## config.mk

```make
export PLATFORM = sky130hd
export DESIGN_NAME = dmem_lsu_ctrl
export DESIGN_NICKNAME = d
export VERILOG_FILES = /design/src/rtl/dmem_lsu_ctrl.sv
export SDC_FILE = /design/constraint.sdc
export NUM_CORES = 1
export LEC_CHECK = 0
export ABC_AREA = 0
export ABC_CLOCK_PERIOD_IN_PS = 6930
export CELL_PAD_IN_SITES_DETAIL_PLACEMENT = 1
export CELL_PAD_IN_SITES_GLOBAL_PLACEMENT = 2
export CORE_ASPECT_RATIO = 1.5
export CORE_UTILIZATION = 37
export DETAILED_ROUTE_END_ITERATION = 8
export DONT_BUFFER_PORTS = 1
export GPL_ROUTABILITY_DRIVEN = 0
export PLACE_DENSITY_LB_ADDON = 0.1
export SYNTH_ARGS = -nofsm -noshare
export SYNTH_HDL_FRONTEND = slang
export SYNTH_SLANG_ARGS = --single-unit
```

## constraint.sdc

```tcl
create_clock -name clk_i -period 6.93 [get_ports clk_i]
set_clock_uncertainty 0.2 [all_clocks]
set_input_delay 1.0395 -clock clk_i [delete_from_list [all_inputs] [get_ports clk_i]]
set_output_delay 1.0395 -clock clk_i [all_outputs]
set_load 0.05 [all_outputs]
```

## src/rtl/dmem_lsu_ctrl.sv

```systemverilog
// dmem_lsu_ctrl: tracked load/store controller between the EXE/MEM stage and
// a req/gnt/rvalid data-memory port. Stalls the core until the response (or a
// timeout) completes the access, lane-aligns sub-word stores, formats loads
// and rejects misaligned accesses without touching the bus.
module dmem_lsu_ctrl #(
    parameter int unsigned DATA_W      = 32,
    parameter int unsigned ADDR_W      = 32,
    parameter int unsigned TIMEOUT_CYC = 255,
    parameter logic [31:0] ERR_PATTERN = 32'hbabecafe
) (
    input  logic                  clk_i,
    input  logic                  rst_i,
    input  logic                  i_exe_mem2reg,
    input  logic                  i_exe_wmem,
    input  logic [ADDR_W-1:0]     i_data_addr,
    input  logic [DATA_W-1:0]     i_data_wdata,
    input  logic [1:0]            i_data_size,
    input  logic                  i_data_sext,
    input  logic                  data_gnt_i,
    input  logic                  data_rvalid_i,
    input  logic                  data_err_i,
    input  logic [DATA_W-1:0]     data_rdata_i,
    input  logic [6:0]            data_rdata_intg_i,
    output logic                  data_req_o,
    output logic                  data_we_o,
    output logic [DATA_W/8-1:0]   data_be_o,
    output logic [ADDR_W-1:0]     data_addr_o,
    output logic [DATA_W-1:0]     data_wdata_o,
    output logic [6:0]            data_wdata_intg_o,
    output logic [DATA_W-1:0]     o_data_rdata,
    output logic                  o_stall,
    output logic                  o_misaligned,
    output logic                  o_data_err
);

    localparam int unsigned BE_W  = DATA_W / 8;
    localparam int unsigned OFF_W = $clog2(BE_W);
    localparam int unsigned CNT_W = $clog2(TIMEOUT_CYC + 1);
    localparam logic [DATA_W-1:0] ERR_FILL = {(DATA_W/32){ERR_PATTERN}};
    localparam logic [CNT_W-1:0]  CNT_LAST = CNT_W'(TIMEOUT_CYC - 1);

    typedef enum logic [1:0] {
        ST_IDLE        = 2'd0,
        ST_WAIT_GNT    = 2'd1,
        ST_WAIT_RVALID = 2'd2
    } state_e;

    // Natural alignment check; dword is only legal on a 64-bit bus.
    function automatic logic size_legal(input logic [1:0] size, input logic [2:0] low);
        case (size)
            2'b00:   return 1'b1;
            2'b01:   return (low[0] == 1'b0);
            2'b10:   return (low[1:0] == 2'b00);
            2'b11:   return (DATA_W == 64) && (low == 3'b000);
            default: return 1'b0;
        endcase
    endfunction

    // Byte-lane enables for an access of the given size at the given offset.
    function automatic logic [BE_W-1:0] byte_enables(input logic [1:0] size, input logic [OFF_W-1:0] off);
        case (size)
            2'b00:   return BE_W'(1'b1) << off;
            2'b01:   return BE_W'(2'b11) << off;
            2'b10:   return BE_W'(4'hF) << off;
            default: return {BE_W{1'b1}};
        endcase
    endfunction

    // Shift the addressed lane down, truncate to size, then sign/zero-extend.
    function automatic logic [DATA_W-1:0] format_load(input logic [DATA_W-1:0] rdata,
                                                       input logic [OFF_W-1:0]  off,
                                                       input logic [1:0]        size,
                                                       input logic              sext);
        logic [DATA_W-1:0] sh;
        logic [DATA_W-1:0] mask;
        logic              sign;
        sh = rdata >> {off, 3'b000};
        case (size)
            2'b00:   begin mask = DATA_W'(8'hFF);         sign = sh[7];  end
            2'b01:   begin mask = DATA_W'(16'hFFFF);      sign = sh[15]; end
            2'b10:   begin mask = DATA_W'(32'hFFFF_FFFF); sign = sh[31]; end
            default: begin mask = {DATA_W{1'b1}};         sign = 1'b0;   end
        endcase
        return (sh & mask) | ({DATA_W{sext & sign}} & ~mask);
    endfunction

    state_e                   state_r;
    state_e                   state_nxt_s;
    logic [CNT_W-1:0]         cnt_r;
    logic [OFF_W-1:0]         off_r;
    logic [1:0]               size_r;
    logic                     sext_r;
    logic                     we_r;
    logic [ADDR_W-OFF_W-1:0]  addr_r;
    logic [DATA_W-1:0]        wdata_r;
    logic [BE_W-1:0]          be_r;

    logic                     core_req_s;
    logic                     legal_s;
    logic                     issue_s;
    logic                     timeout_s;
    logic [OFF_W-1:0]         off_in_s;
    logic [BE_W-1:0]          be_in_s;
    logic [DATA_W-1:0]        wdata_in_s;
    logic                     unused_intg_s;

    assign core_req_s        = i_exe_mem2reg | i_exe_wmem;
    assign legal_s           = size_legal(i_data_size, i_data_addr[2:0]);
    assign issue_s           = (state_r == ST_IDLE) && core_req_s && legal_s;
    assign timeout_s         = (cnt_r == CNT_LAST);
    assign off_in_s          = i_data_addr[OFF_W-1:0];
    assign be_in_s           = byte_enables(i_data_size, off_in_s);
    assign wdata_in_s        = i_data_wdata << {off_in_s, 3'b000};
    assign data_wdata_intg_o = 7'd0;
    assign unused_intg_s     = ^data_rdata_intg_i;

    // Next-state and all bus/core outputs; IDLE drives the bus straight from the core.
    always_comb begin
        state_nxt_s  = state_r;
        data_req_o   = 1'b0;
        data_we_o    = 1'b0;
        data_be_o    = {BE_W{1'b0}};
        data_addr_o  = {addr_r, {OFF_W{1'b0}}};
        data_wdata_o = wdata_r;
        o_stall      = 1'b0;
        o_misaligned = 1'b0;
        o_data_err   = 1'b0;
        o_data_rdata = ERR_FILL;
        if (rst_i) begin
            state_nxt_s = ST_IDLE;
        end else begin
            case (state_r)
                ST_IDLE: begin
                    data_addr_o  = {i_data_addr[ADDR_W-1:OFF_W], {OFF_W{1'b0}}};
                    data_wdata_o = wdata_in_s;
                    if (core_req_s) begin
                        if (legal_s) begin
                            data_req_o  = 1'b1;
                            data_we_o   = i_exe_wmem;
                            data_be_o   = be_in_s;
                            o_stall     = 1'b1;
                            state_nxt_s = data_gnt_i ? ST_WAIT_RVALID : ST_WAIT_GNT;
                        end else begin
                            o_misaligned = 1'b1;
                        end
                    end else begin
                        state_nxt_s = ST_IDLE;
                    end
                end
                ST_WAIT_GNT: begin
                    data_req_o = 1'b1;
                    data_we_o  = we_r;
                    data_be_o  = be_r;
                    if (data_gnt_i) begin
                        o_stall     = 1'b1;
                        state_nxt_s = ST_WAIT_RVALID;
                    end else if (timeout_s) begin
                        o_data_err  = 1'b1;
                        state_nxt_s = ST_IDLE;
                    end else begin
                        o_stall = 1'b1;
                    end
                end
                ST_WAIT_RVALID: begin
                    if (data_rvalid_i) begin
                        state_nxt_s = ST_IDLE;
                        if (data_err_i) begin
                            o_data_err = 1'b1;
                        end else if (!we_r) begin
                            o_data_rdata = format_load(data_rdata_i, off_r, size_r, sext_r);
                        end else begin
                            o_data_rdata = ERR_FILL;
                        end
                    end else if (timeout_s) begin
                        o_data_err  = 1'b1;
                        state_nxt_s = ST_IDLE;
                    end else begin
                        o_stall = 1'b1;
                    end
                end
                default: begin
                    state_nxt_s = ST_IDLE;
                end
            endcase
        end
    end

    // State register and per-state timeout counter (cleared on every state entry).
    always_ff @(posedge clk_i) begin
        if (rst_i) begin
            state_r <= ST_IDLE;
            cnt_r   <= {CNT_W{1'b0}};
        end else begin
            state_r <= state_nxt_s;
            if ((state_nxt_s != state_r) || (state_r == ST_IDLE)) begin
                cnt_r <= {CNT_W{1'b0}};
            end else begin
                cnt_r <= cnt_r + CNT_W'(1);
            end
        end
    end

    // Capture the access attributes at issue so the bus stays stable while waiting.
    always_ff @(posedge clk_i) begin
        if (rst_i) begin
            off_r   <= {OFF_W{1'b0}};
            size_r  <= 2'b00;
            sext_r  <= 1'b0;
            we_r    <= 1'b0;
            addr_r  <= {(ADDR_W-OFF_W){1'b0}};
            wdata_r <= {DATA_W{1'b0}};
            be_r    <= {BE_W{1'b0}};
        end else if (issue_s) begin
            off_r   <= off_in_s;
            size_r  <= i_data_size;
            sext_r  <= i_data_sext;
            we_r    <= i_exe_wmem;
            addr_r  <= i_data_addr[ADDR_W-1:OFF_W];
            wdata_r <= wdata_in_s;
            be_r    <= be_in_s;
        end
    end

endmodule
```

After elaboration in Yosys (flattened, before gate mapping):

Cells that the tools add are included.

* add/sub/neg operators: 1
* equal/unequal tests: 9
* shifts and indexed selects: 5
* mux-type cells: 58
* bitwise operators: 7
* reductions and logical operators: 8

Operators with widths (number)
* 32-bit 2-to-1 mux: 14
* 32-bit bitwise AND: 2
* 32-bit one-hot mux with 2 select lines: 1
* 32-bit inverter: 1
* 32-bit OR: 1
* 32-bit by 5-bit left shift with 32-bit output: 1
* 32-bit by 5-bit >> shifter with 32-bit output: 1
* 1-bit 2-to-1 mux: 24
* 2-bit 2-to-1 mux: 7
* 4-bit 2-to-1 mux: 3
* 4-bit one-hot mux with 3 select lines: 1
* 8-bit by 1-bit adder with 8-bit output (second input constant): 1
* 2-bit equality test (second input constant): 4
* 8-bit equality test (second input constant): 1
* 2-bit zero test: 4
* 4-bit one-hot mux with 2 select lines: 1
* 2-bit by 1-bit equality test with 1-bit output (second input constant): 3
* 1-bit one-hot mux with 2 select lines: 3
* 1-bit one-hot mux with 3 select lines: 2
* 2-bit one-hot mux with 3 select lines: 1
* 1-bit one-hot mux with 4 select lines: 1
* 1-bit by 2-bit left shift with 4-bit output (first input constant): 1
* 2-bit by 2-bit left shift with 4-bit output (first input constant): 1
* 4-bit by 2-bit left shift with 4-bit output (first input constant): 1
* other kinds (7): 8

* flip-flop bits (word level): 82
* bits of input ports: 113
* output and inout bits: 112
* logic and storage cells: 97

Logic depth before layout (Yosys ltp):

* word-level depth: 15
* mapped depth: 8
* depth with buffers taken out: 6

Worst setup path after synthesis:

OpenSTA, ideal clock, no wires.

* path type: input-to-output
* start: input i_data_size[0]
* end: output data_be_o[0]
* arrival: 3077 ps
* data required time: 5690 ps
* setup slack: 2614 ps
* cell stages on the path: 8
* buffers on the path: 2
* path through: inv_1 -> ha_1 -> or3b_1 -> a31oi_1 -> buf_2 -> buf_2 -> o21ai_0 -> a21oi_1

* longest elaborated chain between the ends: 6
* elaborated cells on any way between the ends: 10
* classes of those cells: eq/ne: 3; mux: 6; reduce/logical: 1

Ends and longest elaborated chain
* start, declared: line 17 `input logic [1:0] i_data_size,`
* 2-bit equality test (tied with other cells): line 50 `case (size)`
* 1-bit one-hot mux with 4 select lines or 4-bit one-hot mux with 3 select lines (tied branches): line 50, 61
* 4-bit 2-to-1 mux (*): line 137 `if (legal_s) begin`
* 4-bit 2-to-1 mux (*): line 136 `if (core_req_s) begin`
* 4-bit one-hot mux with 2 select lines (*): line 132 `case (state_r)`
* 4-bit 2-to-1 mux (*): line 129 `if (rst_i) begin`
* end, declared: line 26 `output logic [DATA_W/8-1:0] data_be_o,`

Mark *: on every way between the ends. The rest lies on a longest branch, timed or not.

Worst setup path in the final report:

* start: input i_data_size[0]
* end: output data_be_o[2]

The elaborated chain is that of the path after synthesis.

==> impl_metrics.yaml <==
run_status:
  outcome: "completed"
power:
  p_int_mw: 0.952
  switching_share_pct: 35.3
  comb_power_share_pct: 27.6
  p_sw_mw: 0.519
  clock_power_share_pct: 37.3
  p_leak_nw: 2.03
  pwr-share-seq_pct: 35.1
  worst_ir_drop_vdd_uv: 107
  powerDensity_nw_per_um2: 256
timing:
  period_share_pct: 68.5
  timing.hold.ws_ns: 0.250
  fin_tns_setup_ns: 0
  period_needed_ns: 4.74
  worstMarginPinSlew_ns: 1.15
  maxSlewHeadroom_pct: 23.6
  hold_violations: 0
  max_freq_ghz: 0.211
  rsz0062_at_grt: "false"
  drv_slew: 0
  setup_viol: 0
clock_tree:
  root_buffer: "clkbuf_16"
  ctsResizeCount: 0
  cts.path.max_buffers: 2
  cts_setup_buffers: 0
  numClockSinks: 82
  postCtsHoldBufs: 0
  clk-insertion-delay-late_ns: 0.34
  cts_tree: "done"
  cts_buffers: 9
  ctsHtreeMaxLevel: 3
  clkTransAtPathRegs_ns: 0.06
yosys:
  ys_ff_latch: 82
  ys_async_sr_fraction_pct: 0
  synth_cells: 711
  synth-edff-count: 0
  synth_ff_type: "dfxtp_1"
  syn_avg_cell_area_sq_um: 7.55
  ys_top_cells_by_area: "dfxtp_1, mux2_2, nand2_1"
  synth_area_sq_um: 5370
  ys_seq_area_share_pct: 30.6
  yosysWarnings: 0
  yosysTopAreaCellShare_pct: 30.6
  yosys.cell_types.count: 52
  synth_top_cell_by_area: "dfxtp_1"
drt:
  first_pass_iters: 4
  wire_per_inst_microns: 18.7
  num_vias: 4810
  wirelength_microns: 16200
  postRouteAntennaNets: 0
  detail_route.iter0.violations: 111
  route.detailed.drc: 0
  vias_per_cell: 5.54
grt:
  grt_use_total_pct: 21.1
  grt_pass1_wl_microns: 24800
  antenna_found_initial: 0
  grt_pass1_vias: 4759
  grt_max_degree: 87
  grt-ovfl-total: 0
die:
  io_pins: 225
  die_area_sq_um: 15000
  die_y_microns: 150
  rows: 53
  die_w_microns: 100
  fp.coreArea_sq_um: 14100
  start_util_pct: 38.0
min_path:
  worstHoldPathCells: 2
  min_path_type: "reg -> reg"
final_layout:
  drive_above_1_share_pct: 13.1
  nets: 796
  diodes: 0
  area_growth_pct: 6.99
  layout_commonest_cell: "nand2_1"
  nFillCells: 1732
  final_cell_mix: "nand2_1, dfxtp_1, a21oi_1"
setup_path:
  required_ns: 5.69
  ff2ff_path_depth: 8
  criticalPathCategory: "in -> out"
  cp-start-kind: "input port"
  rrSetupSlack_ns: 3.78
  arrival_ns: 3.50
  worstSetupEndpointType: "output pin"
  crit_fanout: 21
placement:
  io_buffers: 0
  dpl.hpwl_microns: 11500
job:
  maxCapViolations: 0
==> critical path: stages <==
cell     delay [ns]
inv_1          0.06
ha_1           0.17
or3b_1         0.46
a31oi_4        0.64
o21ai_0        0.26
a21oi_1        0.88
==> power groups by stage <==
stage	sequential [mW]	combinational [mW]	clock, mW
floorplan	0.522	0.374	0
global placement	0.525	0.403	0
detailed placement	0.527	0.411	0
CTS	0.516	0.412	0.564
global route	0.520	0.435	0.579
finish	0.516	0.406	0.549
==> Yosys cell counts, types with 15 or more instances <==
library cell    n
a211oi_1       18
a21oi_1        74
buf_2          20
clkbuf_1       26
dfxtp_1        82
inv_1          16
mux2_2         57
mux2i_1        40
nand2_1       169
nand3_1        15
nor2_1         44
nor2b_1        17
o21ai_0        41
==> flip-flops by register name, summed over array words and instances, names as in the netlist <==
register / count
addr_r: 30
size_r: 2
state_r: 2
sext_r: 1
off_r: 2
wdata_r: 32
cnt_r: 8
be_r: 4
we_r: 1
==> layout make-up <==
type | count | area, sq um | share of cell area (%)
tap | 192 | 240 | 4.18
timing repair buffer | 6 | 45.0 | 0.784
inverter | 16 | 60.1 | 1.05
sequential | 82 | 1640 | 28.6
multi-input combinational | 558 | 3430 | 59.6
clock inverter | 5 | 104 | 1.81
clock buffer | 10 | 229 | 3.99
==> stage by stage <==
step,power [mW],area (sq um),std cells,util [%],setup WS (ns)
3_5_place_dp,0.938,5410,854,38.3,2.17
3_3_place_gp,0.928,5410,854,38.3,2.20
5_1_grt,1.53,5750,869,40.7,2.02
6_report,1.47,5750,869,40.7,2.19
2_1_floorplan,0.896,5400,719,-,2.61
4_1_cts,1.49,5750,869,40.7,2.15
==> kinds of logic (layout without fill, tap and decap cells) <==
| logic type | after synthesis | in the layout | share of synthesized area, % |
|---|---|---|---|
| buf+inv | 79 | 37 | 6.90 |
| xor+xnor | 6 | 6 | 0.979 |
| compound gates | 160 | 160 | 17.4 |
| fa+ha+maj | 10 | 10 | 2.33 |
| simple gates | 275 | 275 | 21.9 |
| flops | 82 | 82 | 30.6 |
| mux | 98 | 98 | 19.8 |
| other cells | 1 | 9 | 0.0698 |
==> worst paths after layout <==
path | startpoint | end
setup / recovery | i_data_size[0] | data_be_o[2]
hold / removal | addr_r[9]$_SDFFE_PP0P_ | addr_r[9]$_SDFFE_PP0P_
setup reg to reg | state_r[1]$_SDFF_PP0_ | wdata_r[31]$_SDFFE_PP0P_
hold reg to reg | addr_r[9]$_SDFFE_PP0P_ | addr_r[9]$_SDFFE_PP0P_
==> per-layer routing <==
metal	vias to the layer above	share of wire (%)	GRT usage (%)
met5	-	0	0
met4	0	2.2	7.83
met3	22	6.0	5.28
met2	140	52	39.1
met1	2311	40	22.7
li1	2337	-	-
(Power assumes the default switching activity.)
